<file path="config.mk">
export PLATFORM = sky130hd
export DESIGN_NAME = sdp_ram_be
export DESIGN_NICKNAME = d
export VERILOG_FILES = /design/src/rtl/sdp_ram_be.sv
export SDC_FILE = /design/constraint.sdc
export NUM_CORES = 1
export LEC_CHECK = 0
export ABC_AREA = 1
export BUFFER_PORTS_ARGS = -buffer_cell sky130_fd_sc_hd__buf_2
export CAP_MARGIN = 10
export CELL_PAD_IN_SITES_DETAIL_PLACEMENT = 1
export CELL_PAD_IN_SITES_GLOBAL_PLACEMENT = 1
export CORE_UTILIZATION = 43
export CTS_CLUSTER_SIZE = 10
export DETAILED_ROUTE_END_ITERATION = 7
export HOLD_SLACK_MARGIN = 0.05
export PLACE_DENSITY = 0.73
export SLEW_MARGIN = 20
export SYNTH_ARGS = -nofsm -noshare
export SYNTH_HDL_FRONTEND = slang
export SYNTH_SLANG_ARGS = --single-unit
</file>
<file path="constraint.sdc">
create_clock -name clk -period 1.55 [get_ports clk]
set_input_delay 0.155 -clock clk [delete_from_list [all_inputs] [get_ports clk]]
set_output_delay 0.155 -clock clk [all_outputs]
set_load 0.01 [all_outputs]
</file>
<file path="src/rtl/sdp_ram_be.sv">
// Simple-dual-port RAM with per-lane write enables, 1- or 2-cycle registered read,
// selectable read-during-write policy and a zero-fill clear sequencer.
module sdp_ram_be #(
  parameter int unsigned DW       = 8,
  parameter int unsigned AW       = 4,
  parameter int unsigned LW       = 4,
  parameter int unsigned RD_LAT   = 1,
  parameter int unsigned RDW_MODE = 0
) (
  input  logic                 clk,
  input  logic                 rst_n,
  input  logic                 init_req,
  output logic                 busy,
  input  logic                 wr_en,
  input  logic [AW-1:0]        wr_addr,
  input  logic [DW-1:0]        wr_data,
  input  logic [DW/LW-1:0]     wr_be,
  input  logic                 rd_en,
  input  logic [AW-1:0]        rd_addr,
  output logic [DW-1:0]        rd_data,
  output logic                 rd_valid
);

  localparam int unsigned DP = 1 << AW;
  localparam int unsigned NL = DW / LW;

  localparam logic [0:0] ST_CLEAR = 1'b0;
  localparam logic [0:0] ST_RUN   = 1'b1;

  logic [DW-1:0] mem [DP];

  logic [0:0]    state_q, state_d;
  logic [AW-1:0] clr_ptr_q, clr_ptr_d;
  logic          busy_d;

  logic          mem_we_c;
  logic [AW-1:0] mem_waddr_c;
  logic [DW-1:0] mem_wdata_c;
  logic          rd_accept_c;
  logic [DW-1:0] rd_word_c;
  logic [DW-1:0] wr_old_c;
  logic [DW-1:0] wr_merged_c;

  // Lane merge of incoming write data over the current word
  assign wr_old_c = mem[wr_addr];
  for (genvar g = 0; g < NL; g++) begin : g_lane
    assign wr_merged_c[g*LW +: LW] = wr_be[g] ? wr_data[g*LW +: LW] : wr_old_c[g*LW +: LW];
  end

  // Next-state, clear sequencing and port acceptance
  always_comb begin
    state_d     = state_q;
    clr_ptr_d   = clr_ptr_q;
    busy_d      = busy;
    mem_we_c    = 1'b0;
    mem_waddr_c = wr_addr;
    mem_wdata_c = wr_merged_c;
    rd_accept_c = 1'b0;
    case (state_q)
      ST_CLEAR: begin
        mem_we_c    = 1'b1;
        mem_waddr_c = clr_ptr_q;
        mem_wdata_c = '0;
        clr_ptr_d   = clr_ptr_q + AW'(1);
        if (clr_ptr_q == AW'(DP - 1)) begin
          state_d = ST_RUN;
          busy_d  = 1'b0;
        end
      end
      ST_RUN: begin
        if (init_req) begin
          state_d   = ST_CLEAR;
          clr_ptr_d = '0;
          busy_d    = 1'b1;
        end else begin
          mem_we_c    = wr_en;
          rd_accept_c = rd_en;
        end
      end
      default: begin
        state_d   = ST_CLEAR;
        clr_ptr_d = '0;
        busy_d    = 1'b1;
      end
    endcase
  end

  // New-data mode forwards the merged word on a same-address collision
  assign rd_word_c = (RDW_MODE == 1 && mem_we_c && mem_waddr_c == rd_addr) ? wr_merged_c
                                                                           : mem[rd_addr];

  always_ff @(posedge clk or negedge rst_n) begin
    if (!rst_n) begin
      state_q   <= ST_CLEAR;
      clr_ptr_q <= '0;
      busy      <= 1'b1;
    end else begin
      state_q   <= state_d;
      clr_ptr_q <= clr_ptr_d;
      busy      <= busy_d;
    end
  end

  // Array has no reset; the clear sequencer zero-fills it
  always_ff @(posedge clk) begin
    if (mem_we_c) mem[mem_waddr_c] <= mem_wdata_c;
  end

  if (RD_LAT == 2) begin : g_lat2
    logic [DW-1:0] s1_data_q;
    logic          s1_valid_q;
    always_ff @(posedge clk or negedge rst_n) begin
      if (!rst_n) begin
        s1_data_q  <= '0;
        s1_valid_q <= 1'b0;
        rd_data    <= '0;
        rd_valid   <= 1'b0;
      end else begin
        s1_valid_q <= rd_accept_c;
        if (rd_accept_c) s1_data_q <= rd_word_c;
        rd_valid <= s1_valid_q;
        if (s1_valid_q) rd_data <= s1_data_q;
      end
    end
  end else begin : g_lat1
    always_ff @(posedge clk or negedge rst_n) begin
      if (!rst_n) begin
        rd_data  <= '0;
        rd_valid <= 1'b0;
      end else begin
        rd_valid <= rd_accept_c;
        if (rd_accept_c) rd_data <= rd_word_c;
      end
    end
  end

endmodule
</file>
==> metrics <==
worst IR drop on VDD 0.00103 V; worst slew margin relative to its limit 70.5%; Core ar. 16,600 um2; failing checks setup timing; unrepaired setup endpoints after global routing true; highest cell delay on the worst timing path roughly 480 ps; wire length of the first global-routing pass 39,600 um; max-capacitance violation count 0; Die Span Y about 130 um; Final setup viols 128; worst slack at placement -285 ps; register area share after synthesis between 50% and 60%; Hold Path Sink busy; average detailed-routed wire length per instance 22.6 um; sequential group share of total power about 39%; number of iterations in the first detailed-routing pass 5; number of top-level pins 33; row count 47; Setup Crit Path Kind flip-flop to flip-flop; class of the tightest hold or removal check input pin to flip-flop; max-slew violation count 0; post-synth design cell area around 7400 um2; Final GP Congestion about 0.83; syn_nets between 800 and 900; total CTS buffers 17; nature of the critical path startpoint flip-flop; clock sink count 143; estimated wirelength of the detail-placed design 17,200 um; Worst Path Required roughly 1700 ps; Avg Cell Area, Syn roughly 8.7 um2; post-synthesis sequential element count about 140; total die area roughly 18,000 um2; final hold violation count 0; clock latency of the later-clocked register in the worst-skew pair about 430 ps; count of yosys warnings during synthesis 0; largest buffer count on any clock path 2; arrival time worst endpoint approximately 1800 ps; Overall Global Routing Usage between 30% and 40%; maximum number of pins on one net before global-route repair 54; fin crit share 110%; power after layout 15.3 mW; number of enable flip-flop cells after synthesis between 100 and 150; Switching Fraction 34.3%; register-to-register setup slack -160 ps; clock-pin slew reported for the worst setup and hold paths after clock tree synthesis 60 ps; library cell used as clock root buffer clkbuf_16; quantity of I/O buffers inserted on ports 32; setup slack of the critical path after layout -156 ps; length in cells of the worst reg-to-reg path 6; highest-delay cell along the critical path dfrtp_2; final cell count without fillers between 1,000 and 1,500; critical path cell sequence buf_6 > a21oi_4 > nand3_2 > buf_6 > nor2_4 > buf_6; share of power burned in combinational logic approximately a third; layout-stage area growth over the synthesis result 28.1%; number of global-route vias before repair between 6,000 and 7,000; TritonCTS clock tree yes; Clk network pwr share 27.6%; DRT iter0 DRCs 582; DRC violations left 0; endpoint of the worst register-to-register path mem[2][5]; number of inserted diodes 0; wirelength, routed 26,500 um; Psw around 5.3 mW; leftover overflow at the end of global routing 0; minimum period implied by the final worst setup slack roughly 1700 ps; static leakage power between 4 and 5 nW; internal power between 10 and 15 mW; count of nets left with antenna violations after detail routing 0; largest fanout on the critical path 8; initial antenna violation count 0; number of nets in the finished design 964; endpoint type of the worst setup path flip-flop; layout cell share with drive strength beyond 1 around a quarter; placed insts 1,121; number of vias per cell after detailed routing roughly 5.8; instance count of the mapped netlist about 850; Max Freq between 500 and 600 MHz; source of the worst register-to-register timing path state_q; cell depth of the worst hold path 4; Worst Min Path Start init_req; share of async-settable or async-resettable flops after synthesis 10.5%; number of distinct library cell variants in the gate-level netlist after synthesis 23; Most common cell on crit path buf_6; number of H-tree levels 4; actual transition at the worst max-transition pin 443 ps; outcome finished with violations; dominant register cell in the synthesized netlist edfxtp_1; die width about 130 um; post-route clock skew 7.33 ps; PD cells about 1600 nW/um2; starting utilization of the core area 44.3%; sum of negative setup slack -14,250 ps; vias after detailed routing 6,755
## metrics by stage
stage          hold slack [ps]  util (%)  area [um2]
6_report                   117      56.7        9440
5_1_grt                    131      56.7        9440
4_1_cts                    110      54.8        9110
3_5_place_dp               109      49.3        8210
3_3_place_gp              99.6      49.3        8210
2_1_floorplan             -141         -        7410
## how the worst max path moves through the flow
stage	start	end	slack, ps	depth (start not counted)
3_5_place_dp	state_q	mem[11][4]	-280	5
5_1_grt	state_q	mem[7][4]	-190	5
6_report	state_q	mem[2][5]	-160	6
4_1_cts	state_q	mem[2][5]	-80	6
3_3_place_gp	state_q	mem[3][7]	-200	6
2_1_floorplan	state_q	mem[0][0]	-60	5
## per-layer routing
layer / wire, um / up-vias / global-route usage, %
met5: 0 / - / 0
met1: 11000 / 3387 / 40.2
met3: 1810 / 51 / 4.67
li1: - / 3030 / -
met2: 13100 / 287 / 51.1
met4: 597 / 0 / 11.6
## sequential cells by signal, summed over array words and instances, names as in the netlist
register and cells:
busy 1, clr_ptr_q 4, mem 128, rd_data 8
rd_valid 1, state_q 1
## worst max-delay path, delay by kind of cell (launching register included)
family          cells  cell delay, ps
buf+inv             3             510
compound gates      1             190
simple gates        2             230
flops               1             480
## layout by cell type (no fill, tap or decap), types with 3 or more instances in the layout
cell type and count:
nor2_1 14, nand3_2 25, nand2_2 13, nor2_2 4, inv_2 8, nand3_1 180
clkbuf_16 18, nand2_4 4, buf_12 17, inv_1 17, clkbuf_8 3, edfxtp_1 128
buf_4 54, nor2_4 18, bufinv_16 3, nand2_1 354, clkinv_2 5, buf_2 32
dfrtp_1 13, a21oi_4 3, buf_6 19
## timing repair
action	4_1_cts	5_1_grt
hold endpoints to repair	16	0
gates cloned	0	1
endpoints found under the setup margin	200	244
hold buffers	2	0
buffers inserted	3	14
resized for setup	65	51
pin swaps	7	22
## cells by family (layout without fill, tap and decap cells)
family          count (synthesis)  in the layout  share of synthesized area [%]
buf+inv                        78            185                           6.91
fa+ha+maj                       1              1                          0.170
xor+xnor                        1              1                          0.119
simple gates                  614            614                           34.8
flops                         143            143                           57.3
compound gates                  9              9                          0.764
## final cells by class
cell class / instances / area, um2
repair buffers: 126 / 1180
multi-input cells: 625 / 3050
clock buffers: 22 / 474
inverters: 27 / 105
clock inverters: 10 / 135
fillers: 1906 / 7200
well taps: 220 / 275
flip-flops and latches: 143 / 4220
## power by group through the flow
stage                     registers, mW  clock network, mW  logic, mW
after global routing               6.02               4.38       5.45
after CTS                          5.92               4.25       4.64
final                              5.94               4.23       5.13
after global placement             5.90                  0       3.82
after floorplan                    5.89                  0       2.06
after detailed placement           5.97                  0       3.97
## cell usage after synthesis, types with 2 or more instances
master | instances | area, um2
dfrtp_1 | 14 | 350
buf_4 | 2 | 15.0
nand3_1 | 207 | 1040
clkbuf_1 | 3 | 11.3
inv_1 | 23 | 86.3
a21oi_1 | 2 | 10.0
inv_2 | 3 | 11.3
edfxtp_1 | 128 | 3840
o21ai_0 | 3 | 15.0
nand2_1 | 371 | 1390
buf_2 | 20 | 100
buf_6 | 24 | 270
nor2_1 | 36 | 135
(Power assumes the default switching activity.)
